==> src/rtl/pipeline_ctrl_pkg.sv <==
// pipeline_ctrl_pkg: shared types and constants for the RAT CPU hazard/interrupt sequencer
package pipeline_ctrl_pkg;
  localparam int REG_AW = 5;
  localparam logic [1:0] LOAD_SEL = 2'b01;
  typedef enum logic [1:0] {RUN, FLUSH, INTR_DRAIN, INTR_INJ} hazard_state_t;
endpackage

==> src/rtl/load_use_detect.sv <==
// load_use_detect: flags an ID instruction reading a register that the EX-stage load has not yet produced
module load_use_detect
  import pipeline_ctrl_pkg::*;
(
  input  logic [REG_AW-1:0] i_x_addr,
  input  logic [REG_AW-1:0] i_y_addr,
  input  logic              i_uses_x,
  input  logic              i_uses_y,
  input  logic [REG_AW-1:0] i_wb_addr,
  input  logic              i_rf_wr,
  input  logic [1:0]        i_rf_wr_sel,
  output logic              o_load_hazard
);
  assign o_load_hazard = i_rf_wr && (i_rf_wr_sel == LOAD_SEL) &&
                         ((i_uses_x && i_x_addr == i_wb_addr) || (i_uses_y && i_y_addr == i_wb_addr));
endmodule

==> src/rtl/pipeline_hazard_ctrl.sv <==
// pipeline_hazard_ctrl: stall/flush/nop/interrupt sequencer feeding IF/ID, PC and the ID/EX control register
module pipeline_hazard_ctrl
  import pipeline_ctrl_pkg::*;
#(
  parameter int BRANCH_FLUSH_CYCLES = 2,
  parameter int INTR_DRAIN_CYCLES   = 2
) (
  input  logic              clk,
  input  logic              rst,
  input  logic [REG_AW-1:0] id_X_ADDR,
  input  logic [REG_AW-1:0] id_Y_ADDR,
  input  logic              id_uses_x,
  input  logic              id_uses_y,
  input  logic [REG_AW-1:0] ex_WB_ADDR,
  input  logic              ex_RF_WR,
  input  logic [1:0]        ex_RF_WR_SEL,
  input  logic              ex_branch_taken,
  input  logic              intr_req,
  input  logic              i_flag,
  output logic              pc_stall,
  output logic              ifid_stall,
  output logic              ifid_flush,
  output logic              nop,
  output logic              interupt,
  output logic              intr_ack
);
  localparam int MAXC = (BRANCH_FLUSH_CYCLES > INTR_DRAIN_CYCLES) ? BRANCH_FLUSH_CYCLES : INTR_DRAIN_CYCLES;
  localparam int CW = $clog2(MAXC + 1);
  localparam logic [CW-1:0] BR_RELOAD = CW'((BRANCH_FLUSH_CYCLES > 1) ? BRANCH_FLUSH_CYCLES - 2 : 0);
  localparam logic [CW-1:0] DR_RELOAD = CW'(INTR_DRAIN_CYCLES - 1);

  hazard_state_t r_state, w_state_nxt;
  logic [CW-1:0] r_cnt, w_cnt_nxt;
  logic          r_intr_pending, w_pend_nxt, w_load_hazard;

  load_use_detect u_load_use (
    .i_x_addr      (id_X_ADDR),
    .i_y_addr      (id_Y_ADDR),
    .i_uses_x      (id_uses_x),
    .i_uses_y      (id_uses_y),
    .i_wb_addr     (ex_WB_ADDR),
    .i_rf_wr       (ex_RF_WR),
    .i_rf_wr_sel   (ex_RF_WR_SEL),
    .o_load_hazard (w_load_hazard)
  );

  // latch interrupt requests while enabled; drop them when disabled in RUN or once injected
  always_comb
    w_pend_nxt = (r_state == INTR_INJ || (r_state == RUN && !i_flag)) ? 1'b0 :
                 (intr_req && i_flag) ? 1'b1 : r_intr_pending;

  // sequencer state, countdown and pending-interrupt registers
  always_ff @(posedge clk or posedge rst) begin
    if (rst) begin
      r_state        <= RUN;
      r_cnt          <= '0;
      r_intr_pending <= 1'b0;
    end else begin
      r_state        <= w_state_nxt;
      r_cnt          <= w_cnt_nxt;
      r_intr_pending <= w_pend_nxt;
    end
  end

  // next state and same-cycle control outputs; branch beats load hazard beats interrupt
  always_comb begin
    w_state_nxt = r_state;
    w_cnt_nxt   = r_cnt;
    {pc_stall, ifid_stall, ifid_flush, nop, interupt, intr_ack} = '0;
    case (r_state)
      RUN: begin
        if (ex_branch_taken) begin
          ifid_flush = 1'b1;
          nop        = 1'b1;
          if (BRANCH_FLUSH_CYCLES > 1) begin
            w_state_nxt = FLUSH;
            w_cnt_nxt   = BR_RELOAD;
          end
        end else if (w_load_hazard) begin
          pc_stall   = 1'b1;
          ifid_stall = 1'b1;
          nop        = 1'b1;
        end else if (r_intr_pending && i_flag) begin
          pc_stall    = 1'b1;
          ifid_flush  = 1'b1;
          w_state_nxt = INTR_DRAIN;
          w_cnt_nxt   = DR_RELOAD;
        end
      end
      FLUSH: begin
        ifid_flush = 1'b1;
        nop        = 1'b1;
        if (ex_branch_taken) w_cnt_nxt = BR_RELOAD;
        else if (r_cnt == '0) w_state_nxt = RUN;
        else w_cnt_nxt = r_cnt - 1'b1;
      end
      INTR_DRAIN: begin
        pc_stall   = 1'b1;
        ifid_flush = 1'b1;
        nop        = ex_branch_taken;
        if (ex_branch_taken) w_cnt_nxt = DR_RELOAD;
        else if (r_cnt == '0) w_state_nxt = INTR_INJ;
        else w_cnt_nxt = r_cnt - 1'b1;
      end
      default: begin
        interupt    = 1'b1;
        intr_ack    = 1'b1;
        ifid_flush  = 1'b1;
        w_state_nxt = RUN;
      end
    endcase
    if (rst) {pc_stall, ifid_stall, ifid_flush, nop, interupt, intr_ack} = '0;
  end
endmodule

==> config.mk <==
export PLATFORM = sky130hd
export DESIGN_NAME = pipeline_hazard_ctrl
export DESIGN_NICKNAME = d
export VERILOG_FILES = /design/src/rtl/pipeline_ctrl_pkg.sv /design/src/rtl/load_use_detect.sv /design/src/rtl/pipeline_hazard_ctrl.sv
export SDC_FILE = /design/constraint.sdc
export NUM_CORES = 1
export LEC_CHECK = 0
export ABC_AREA = 1
export BUFFER_PORTS_ARGS = -buffer_cell sky130_fd_sc_hd__buf_2
export CAP_MARGIN = 10
export CORE_MARGIN = 1.5
export CORE_UTILIZATION = 47
export CTS_BUF_LIST = sky130_fd_sc_hd__clkbuf_2
export DETAILED_ROUTE_END_ITERATION = 10
export HOLD_SLACK_MARGIN = 0.05
export PLACE_DENSITY = 0.81
export SYNTH_ARGS = -nofsm -noshare
export SYNTH_HDL_FRONTEND = slang
export SYNTH_SLANG_ARGS = --single-unit
==> constraint.sdc <==
create_clock -name clk -period 1.8 [get_ports clk]
set_clock_uncertainty 0.15 [all_clocks]
set_input_delay 0.09 -clock clk [delete_from_list [all_inputs] [get_ports clk]]
set_output_delay 0.09 -clock clk [all_outputs]
set_load 0.05 [all_outputs]
==> results.tsv, run 1 <==
metric	value	unit
status	complete, no violations	
CP bufs+invs	3	
Seq pwr share	0.178	
unrepaired setup endpoints after global routing	true	
layout cells sized above 1	0.399	
H-tree lvl count	1	
vias per cell	4.77	
register area	125	µm²
Netlist cell types	19	
Antenna Violating Nets Remaining	0	
power density over the cells	1110	mW/mm²
total core area	0.00130	mm²
clock sink total	5	
Final Instance Area	972	µm²
Pint	0.524	mW
DP HPWL	1260	µm
hold crit path type	input pin to register	
drt pass-1 iters	4	
clock slew at reported path FFs	0.06	ns
Setup CP Type	register to primary output	
slowest cell delay on critical path	0.39	ns
combinational share of power	0.726	
clock power share	0.095	
Port Buf Inserts	30	
Syn Std Cell Area	649	µm²
YS warnings	0	
Placement Cell Area	836	µm²
total global routing overflow	0	
slowest CP cell	dfrtp_1	
CP endpoint kind	primary output	
Placement Rows	13	
Post-Route WL	1800	µm
Switching Share	0.513	
pin count of the biggest net entering global routing	8	
Vias	825	
CTS root buf	clkbuf_2	
crit-path leading delay family	flip-flops	
CTS tree	built	
ANT cells	0	
aggregate negative setup slack	0	ns
Slew @ Worst Pin	0.303	ns
max_slew headroom	0.797	
Max Cap Viol	0	
Post-Syn Instances	116	
Area Growth Syn to Fin	49.7	%
WP data required	1.56	ns
Final Hold Viols	0	
Worst Path Arrival	1.51	ns
syn_nets	145	
# DRC	0	
main area contributors after synthesis	nand2_1 (26%), dfrtp_1 (19%), inv_1 (9.2%)	
GRT Total Usage	0.243	
fin crit share	0.973	
Placer Congestion	0.801	
WHS	0.230	ns
post-route minimum period	1.75	ns
first-pass GRT wire length	2640	µm
Yosys top cell by area	nand2_1	
Skew-Pair Late Insertion Delay	0.21	ns
Final Slew Violations	0	
fillers	112	
Net Switching	0.552	mW
drt wl/cell	10.4	µm
Avg Cell Area, Syn	5.60	µm²
initial DRC count	20	
CP cell instances	inv_2, ha_4, inv_4, nor2_4, nand3_4, a21oi_2, buf_6	
height of the die	40.2	µm
vias in the first global route	701	
Die Area	0.00161	mm²
initial antenna violation count	0	
TritonCTS Buffers	3	
FF+latch count, synth	5	
Post-layout nets	188	
multi-input combinational cell area	477	µm²
register area share after synthesis	0.193	
die width	40.2	µm
Leakage Power	0.594	nW
io pins	31	
critical-path maximum fanout	5	
area share of the largest cell type after synthesis	0.260	
Startpoint Class	register	
maximum VDD drop	0.000847	V
Initial Util	0.499	
Final setup viols	0	
maximum clock path buffer count	2	
Max Freq	571	MHz
-- layout make-up --
| class | instances | area share |
|---|---|---|
| clock buffer | 4 | 0.0206 |
| sequential | 5 | 0.129 |
| timing repair buffer | 39 | 0.250 |
| multi-input combinational | 88 | 0.490 |
| tap | 15 | 0.0193 |
| inverter | 22 | 0.0914 |
-- worst reg2reg max path: stages, from the launching register on --
cell and delay [ns]:
dfrtp_1 0.39, buf_4 0.15, ha_1 0.23, nor2_1 0.16, inv_1 0.09, o21ai_2 0.09, nand3_2 0.11, nand2_1 0.07
nand2_1 0.05
-- power groups by stage --
stage / Clock (mW) / Sequential, mW / Combinational (mW)
after global placement: 0 / 0.194 / 0.608
final: 0.103 / 0.192 / 0.782
after detailed placement: 0 / 0.197 / 0.621
after floorplan: 0 / 0.190 / 0.479
after CTS: 0.109 / 0.183 / 0.707
after global routing: 0.113 / 0.196 / 0.863
-- sequential cells by signal (all words and copies together), names as in the netlist --
name            flops
r_cnt               2
r_state             2
r_intr_pending      1
-- path summary, 6_finish.rpt --
check,start,to,slack (ns),depth (start not counted)
max,r_state[0],pc_stall,0.05,7
min,ex_branch_taken,r_state[1],0.23,4
max reg2reg,r_state[1],r_state[1],0.21,8
min reg2reg,r_cnt[1],r_cnt[1],0.35,2
max in group asynchronous,rst,r_cnt[1],1.10,3
min in group asynchronous,rst,r_intr_pending,0.26,3
-- cells in the mapped netlist --
cell	count
nand3_2	2
or2_2	1
nand3_4	1
inv_1	16
a21oi_1	5
inv_2	6
nor3_1	1
nor2_2	1
buf_4	1
o21ai_0	2
dfrtp_1	5
ha_1	4
a31oi_1	2
nor2_1	14
nand2_2	1
nand2_1	45
o21ai_2	1
nand4_1	4
nand3_1	4
-- cell families after synthesis --
group	after synthesis	share of synthesized area
simple gates	74	0.505
fa+ha+maj	4	0.0771
compound gates	10	0.0867
buf+inv	23	0.139
flops	5	0.193
-- through the flow --
stage | utilization | setup slack, ns | power (mW) | cells
floorplan | - | 0.0368 | 0.668 | 116
CTS | 0.724 | 0.00270 | 0.999 | 172
global placement | 0.642 | 0.128 | 0.802 | 161
finish | 0.747 | 0.0479 | 1.08 | 173
detailed placement | 0.642 | 0.0764 | 0.817 | 161
global route | 0.747 | -0.0398 | 1.17 | 173
-- cell usage in the layout (no fill, tap or decap) --
master	Yosys	routed
nand2_4	0	1
a21oi_1	5	4
clkbuf_2	0	4
nand3_1	4	4
inv_4	0	1
or2_2	1	1
nand2_2	1	1
buf_6	0	2
nand3_2	2	2
clkinvlp_4	0	1
nor2_2	1	3
clkbuf_4	0	1
buf_2	0	26
buf_4	1	7
nor2_1	14	11
a21oi_2	0	1
nor3_1	1	1
nand3_4	1	1
o21ai_2	1	1
ha_4	0	1
a31oi_1	2	1
nand4_1	4	4
inv_1	16	13
o21ai_0	2	2
dlygate4sd3_1	0	3
dfrtp_1	5	5
a31oi_2	0	1
inv_2	6	7
ha_1	4	3
nor2_4	0	1
nand2_1	45	44
-- metal layers --
metal,up-vias,GRT usage,part of all wire
met1,356,0.284,0.44
met4,0,0.0917,0.0083
li1,442,-,-
met5,-,0,0
met2,25,0.440,0.51
met3,2,0.0389,0.041
-- repair_timing --
| item | CTS | global route |
|---|---|---|
| setup buffers | 4 | 1 |
| endpoints found under the setup margin | 3 | 4 |
| pin swaps | 3 | 3 |
| hold endpoints to repair | 6 | 0 |
| hold buffers | 3 | 0 |
| gates resized for setup | 8 | 7 |
Power figures use the tool's default switching activity.
==> run 2, diff against run 1 <==
--- a/config.mk
+++ b/config.mk
@@ -9,11 +9,12 @@
 export BUFFER_PORTS_ARGS = -buffer_cell sky130_fd_sc_hd__buf_2
 export CAP_MARGIN = 10
 export CORE_MARGIN = 1.5
-export CORE_UTILIZATION = 47
+export CORE_UTILIZATION = 46
 export CTS_BUF_LIST = sky130_fd_sc_hd__clkbuf_2
 export DETAILED_ROUTE_END_ITERATION = 10
 export HOLD_SLACK_MARGIN = 0.05
 export PLACE_DENSITY = 0.81
 export SYNTH_ARGS = -nofsm -noshare
 export SYNTH_HDL_FRONTEND = slang
+export SYNTH_HIERARCHICAL = 1
 export SYNTH_SLANG_ARGS = --single-unit
==> run 2 against run 1 <==
Worst setup slack got worse by 0.016 ns. Non-clock buffer count decreased by 5. Synthesized cell count decreased by 5.2%. Hold slack got worse by 0.079 ns. Highest routed layer unchanged. Sequential share of layout area increased by 1.4 points. Flip-flop and latch count unchanged.
==> results.tsv, run 2 <==
metric	value	unit
Final setup viols	0	
Die Area	0.00154	mm²
most common cell after layout, fill and taps aside	nand2_1	
register area	125	µm²
Skew-Pair Late Insertion Delay	0.20	ns
# DRC	0	
H-tree lvl count	1	
EDFF count, synth	0	
multi-input combinational cell area	424	µm²
first-pass GRT wire length	2450	µm
Max Freq	566	MHz
status	complete, no violations	
Final Slew Violations	0	
height of the die	39.3	µm
total core area	0.00117	mm²
ANT cells	0	
Worst Path Arrival	1.53	ns
syn_nets	139	
Synth top cells by count	nand2_1 (40), inv_1 (17), nor2_1 (15), inv_2 (6)	
clock sink total	5	
most common cell in the netlist	nand2_1	
Antenna Violating Nets Remaining	0	
CTS root buf	clkbuf_2	
WP data required	1.56	ns
Startpoint Class	register	
fillers	104	
layout cells sized above 1	0.381	
Seq pwr share	0.202	
Max Cap Viol	0	
maximum clock path buffer count	2	
register area share after synthesis	0.207	
CP endpoint kind	primary output	
fin crit share	0.982	
Avg Cell Area, Syn	5.51	µm²
Placer Congestion	0.774	
combinational share of power	0.697	
Setup CP Type	register to primary output	
Post-layout nets	177	
top_reg_cell synth	dfrtp_1	
Slew @ Worst Pin	0.247	ns
Yosys top cell by area	nand2_1	
Initial Util	0.517	
vias per cell	4.72	
Pint	0.491	mW
Post-Syn Instances	110	
YS warnings	6	
Switching Share	0.504	
Netlist cell types	18	
pin count of the biggest net entering global routing	7	
die width	39.3	µm
maximum VDD drop	0.000735	V
io pins	31	
power density over the cells	1120	mW/mm²
Placement Rows	12	
main area contributors after synthesis	nand2_1 (25%), dfrtp_1 (21%), inv_1 (11%)	
DP HPWL	1220	µm
Final Hold Viols	0	
ys async rst share	1.00	
Post-Route WL	1490	µm
max_slew headroom	0.836	
clock power share	0.100	
unrepaired setup endpoints after global routing	true	
area share of the largest cell type after synthesis	0.248	
drt wl/cell	9.23	µm
drt pass-1 iters	5	
CTS tree	built	
Top Registers	r_cnt: 2 flops, r_state: 2 flops, r_intr_pending: 1 flops	
most frequent cells in the layout	nand2_1 (40), buf_2 (26), inv_1 (14), nor2_1 (13), inv_2 (9)	
Port Buf Inserts	30	
PnR worst setup slack	0.0321	ns
post-route minimum period	1.77	ns
critical-path maximum fanout	4	
Syn Std Cell Area	606	µm²
Core Util, Final	0.750	
vias in the first global route	647	
Vias	760	
Net Switching	0.498	mW
total global routing overflow	0	
initial antenna violation count	0	
clock slew at reported path FFs	0.06	ns
Area Growth Syn to Fin	45.0	%
initial DRC count	16	
GRT Total Usage	0.227	
Place WS	0.162	ns
TritonCTS Buffers	3	
Leakage Power	0.526	nW
FF+latch count, synth	5	
hold crit path type	input pin to register	
[run 2: timing repair]
item                                   4_1_cts  5_1_grt
buffers inserted                             0        1
setup endpoints to repair                    3        5
hold buffers                                 3        0
pin swaps                                    0        3
endpoints found under the hold margin        6        0
gates resized for setup                      4       11
gates cloned                                 0        0
[run 2: power by group through the flow]
| stage | combinational (mW) | clock (mW) | sequential (mW) |
|---|---|---|---|
| 2_1_floorplan | 0.445 | 0 | 0.187 |
| 5_1_grt | 0.765 | 0.113 | 0.205 |
| 6_report | 0.689 | 0.0992 | 0.200 |
| 3_3_place_gp | 0.555 | 0 | 0.192 |
| 4_1_cts | 0.603 | 0.106 | 0.192 |
| 3_5_place_dp | 0.568 | 0 | 0.194 |
[run 2: routing by layer]
layer  wire length [µm]  up-vias  global-route usage
met5                  0        -                   0
met4                  7        0              0.0603
met1                685      330               0.291
met2                724       23               0.400
met3                 68        2              0.0227
li1                   -      405                   -
[run 2: final timing paths]
path                                   to  slack (ns)       startpoint  depth (start not counted)
max                              pc_stall        0.03       r_state[1]                          7
min                              r_cnt[0]        0.15  ex_branch_taken                          5
max reg2reg                r_intr_pending        0.07       r_state[1]                          6
min reg2reg                      r_cnt[1]        0.38         r_cnt[1]                          2
max in group asynchronous  r_intr_pending        1.08              rst                          3
min in group asynchronous      r_state[1]        0.24              rst                          3
[run 2: stage by stage]
| stage | TNS, ns | total power [mW] | hold WS (ns) | std cells | instance area [µm²] |
|---|---|---|---|---|---|
| final | 0 | 0.988 | 0.151 | 161 | 878 |
| after CTS | -0.0224 | 0.901 | 0.106 | 160 | 840 |
| after detailed placement | 0 | 0.763 | -0.0838 | 153 | 778 |
| after global routing | -0.113 | 1.08 | 0.148 | 161 | 878 |
| after global placement | 0 | 0.747 | -0.0832 | 153 | 778 |
| after floorplan | -0.00266 | 0.632 | -0.281 | 110 | 618 |
[run 2: cell families after synthesis]
group | share of synthesized area
AOI/OAI and AO/OA | 0.136
adders and majority gates | 0.0826
buffers and inverters | 0.155
DFF | 0.207
and+or+nand+nor | 0.419
[run 2: worst max-delay path: stages (launching register included)]
cell and delay, ns:
dfrtp_1 0.42, inv_2 0.10, ha_4 0.14, inv_2 0.05, nor2_4 0.13, nor2_2 0.06
a211oi_2 0.22, buf_6 0.19
[run 2: area by class of cell]
cell class              instances  share of cell area
clock buffers                   4              0.0228
flip-flops and latches          5               0.142
well taps                      14              0.0199
multi-input cells              81               0.483
inverters                      23              0.0983
repair buffers                 34               0.234
==> run 3, diff against run 2 <==
--- a/config.mk
+++ b/config.mk
@@ -5,15 +5,14 @@
 export SDC_FILE = /design/constraint.sdc
 export NUM_CORES = 1
 export LEC_CHECK = 0
-export ABC_AREA = 1
 export BUFFER_PORTS_ARGS = -buffer_cell sky130_fd_sc_hd__buf_2
 export CAP_MARGIN = 10
-export CORE_MARGIN = 1.5
-export CORE_UTILIZATION = 46
+export CORE_AREA = 2 2 39 41
 export CTS_BUF_LIST = sky130_fd_sc_hd__clkbuf_2
 export DETAILED_ROUTE_END_ITERATION = 10
+export DIE_AREA = 0 0 41 43
 export HOLD_SLACK_MARGIN = 0.05
-export PLACE_DENSITY = 0.81
+export PLACE_DENSITY = 0.77
 export SYNTH_ARGS = -nofsm -noshare
 export SYNTH_HDL_FRONTEND = slang
 export SYNTH_HIERARCHICAL = 1
==> run 3 against run 2 <==
Wire length up 1.5%. Non-clock buffer count rose by 4. Synthesized area is 6.2% lower. Final cell count fell by 26%. Total power is 13% higher. Clock power up 9%. Clock-buffer cell count stayed put. Utilization shrank 7.4 points. Largest power group unchanged.
==> results.tsv, run 3 <==
metric	value	unit
CP endpoint kind	primary output	
pin count of the biggest net entering global routing	8	
post-route minimum period	1.77	ns
most common cell in the netlist	nor2_1	
crit-path leading delay family	simple AND/OR/NAND/NOR gates	
ys async rst share	1.00	
Netlist cell types	29	
drt wl/cell	12.7	µm
Synth top cells by count	nor2_1 (7), xnor2_1 (6), dfrtp_1 (5)	
critical-path maximum fanout	4	
most common cell after layout, fill and taps aside	buf_2	
layout cells sized above 1	0.563	
Placement Cell Area	746	µm²
Post-layout nets	133	
syn_nets	91	
clock sink total	5	
Post-Route WL	1510	µm
CTS tree	built	
power density over the cells	1190	mW/mm²
CP bufs+invs	2	
ANT cells	0	
top_reg_cell synth	dfrtp_1	
fin cells	119	
io pins	31	
slowest CP cell	or4_4	
met1 wire length	628	µm
maximum clock path buffer count	2	
slowest cell delay on critical path	0.55	ns
vias per cell	5.03	
area share of the largest cell type after synthesis	0.220	
Slew @ Worst Pin	0.330	ns
Area Growth Syn to Fin	64.8	%
Leakage Power	0.497	nW
Final Instance Area	936	µm²
fin crit share	0.982	
EDFF count, synth	0	
initial antenna violation count	0	
Final Total Pwr	1.12	mW
initial DRC count	16	
Die Area	0.00176	mm²
drt pass-1 iters	4	
height of the die	43	µm
most frequent cells in the layout	buf_2 (22), buf_6 (8), nor2_1 (5), buf_4 (5), dfrtp_1 (5)	
Avg Cell Area, Syn	9.16	µm²
H-tree lvl count	1	
Final setup viols	0	
Core Util, Final	0.676	
placed cells	108	
Yosys top cell by area	dfrtp_1	
DR WL met3	80	µm
Top Registers	r_cnt: 2 flops, r_state: 2 flops, r_intr_pending: 1 flops	
Antenna Violating Nets Remaining	0	
DP HPWL	1090	µm
TritonCTS Buffers	3	
met2 wire len	793	µm
Port Buf Inserts	30	
FF+latch count, synth	5	
total global routing overflow	0	
hold crit path type	input pin to register	
# DRC	0	
Max Freq	566	MHz
Startpoint Class	input pin	
WP data required	1.56	ns
Max Cap Viol	0	
status	complete, no violations	
Initial Util	0.410	
most frequent CP cell	nand3b_4	
Post-Syn Instances	62	
Vias	599	
vias in the first global route	604	
maximum VDD drop	0.000807	V
CTS root buf	clkbuf_2	
first-pass GRT wire length	2310	µm
Syn Std Cell Area	568	µm²
Worst Path Arrival	1.53	ns
Setup CP Type	input pin to primary output	
die width	41	µm
top sig layer	met4	
CP cell instances	buf_2, nand3b_4, or4_4, o41ai_4, nand3b_4, and2_4, nor2_2, buf_6	
Final Hold Viols	0	
total core area	0.00138	mm²
Placer Congestion	0.782	
unrepaired setup endpoints after global routing	true	
Skew-Pair Late Insertion Delay	0.23	ns
register area share after synthesis	0.220	
clock slew at reported path FFs	0.06	ns
YS warnings	6	
GRT Total Usage	0.193	
Placement Rows	14	
max_slew headroom	0.779	
Final Slew Violations	0	
main area contributors after synthesis	dfrtp_1 (22%), xnor2_1 (9.3%), ha_1 (8.8%)	
[run 3: per-stage QoR]
| stage | TNS [ns] | hold slack [ns] | setup slack (ns) |
|---|---|---|---|
| floorplan | 0 | -0.276 | 0.0770 |
| global placement | -0.266 | -0.0786 | -0.0814 |
| detailed placement | -0.649 | -0.0839 | -0.136 |
| CTS | -0.0280 | 0.0846 | -0.0280 |
| global route | -0.0490 | 0.117 | -0.0261 |
| finish | 0 | 0.0901 | 0.0322 |
[run 3: routing by layer]
metal	GRT usage	up-vias
met3	0.0942	2
met5	0	-
met4	0.0400	0
met1	0.212	285
met2	0.319	15
li1	-	297
[run 3: what timing repair did]
| item | 4_1_cts | 5_1_grt |
|---|---|---|
| hold endpoints to repair | 6 | 0 |
| pin swaps | 0 | 2 |
| resized for setup | 7 | 18 |
| hold buffers | 3 | 0 |
| setup endpoints to repair | 4 | 4 |
| buffers inserted | 1 | 3 |
[run 3: logic make-up after synthesis]
family	share of synthesized area
AND/OR/NAND/NOR	0.264
XOR/XNOR	0.154
multiplexers	0.0617
buffers and inverters	0.0396
flip-flops	0.220
adder cells (fa/ha/maj)	0.0881
AO/OA/AOI/OAI	0.172
[run 3: final cells by class]
| class | count | area (µm²) |
|---|---|---|
| Fill cell | 98 | 448 |
| Inverter | 4 | 15.0 |
| Sequential cell | 5 | 125 |
| Clock buffer | 4 | 20.0 |
| Timing Repair Buffer | 38 | 268 |
| Tap cell | 16 | 20.0 |
| Multi-Input combinational cell | 52 | 488 |
[run 3: worst min-delay path: stages]
cell and delay, ns:
buf_2 0.13, o21ai_0 0.08, a21oi_1 0.12
[run 3: power breakdown]
group | total [mW] | switching (mW) | internal, mW | leakage (nW)
Sequential | 0.207 | 0.0475 | 0.159 | 0.0631
Clock | 0.108 | 0.0493 | 0.0588 | 0.0166
Combinational | 0.803 | 0.412 | 0.391 | 0.418
[run 3: path summary, 6_finish.rpt]
check	endpoint	cells after the start	slack, ns	start
max in group asynchronous	r_state[0]	3	1.08	rst
hold reg to reg	r_cnt[1]	1	0.40	r_cnt[1]
min in group asynchronous	r_cnt[0]	3	0.23	rst
setup reg to reg	r_cnt[0]	5	0.14	r_state[0]
hold / removal	r_intr_pending	3	0.09	i_flag
setup / recovery	ifid_flush	8	0.03	ex_RF_WR_SEL[1]
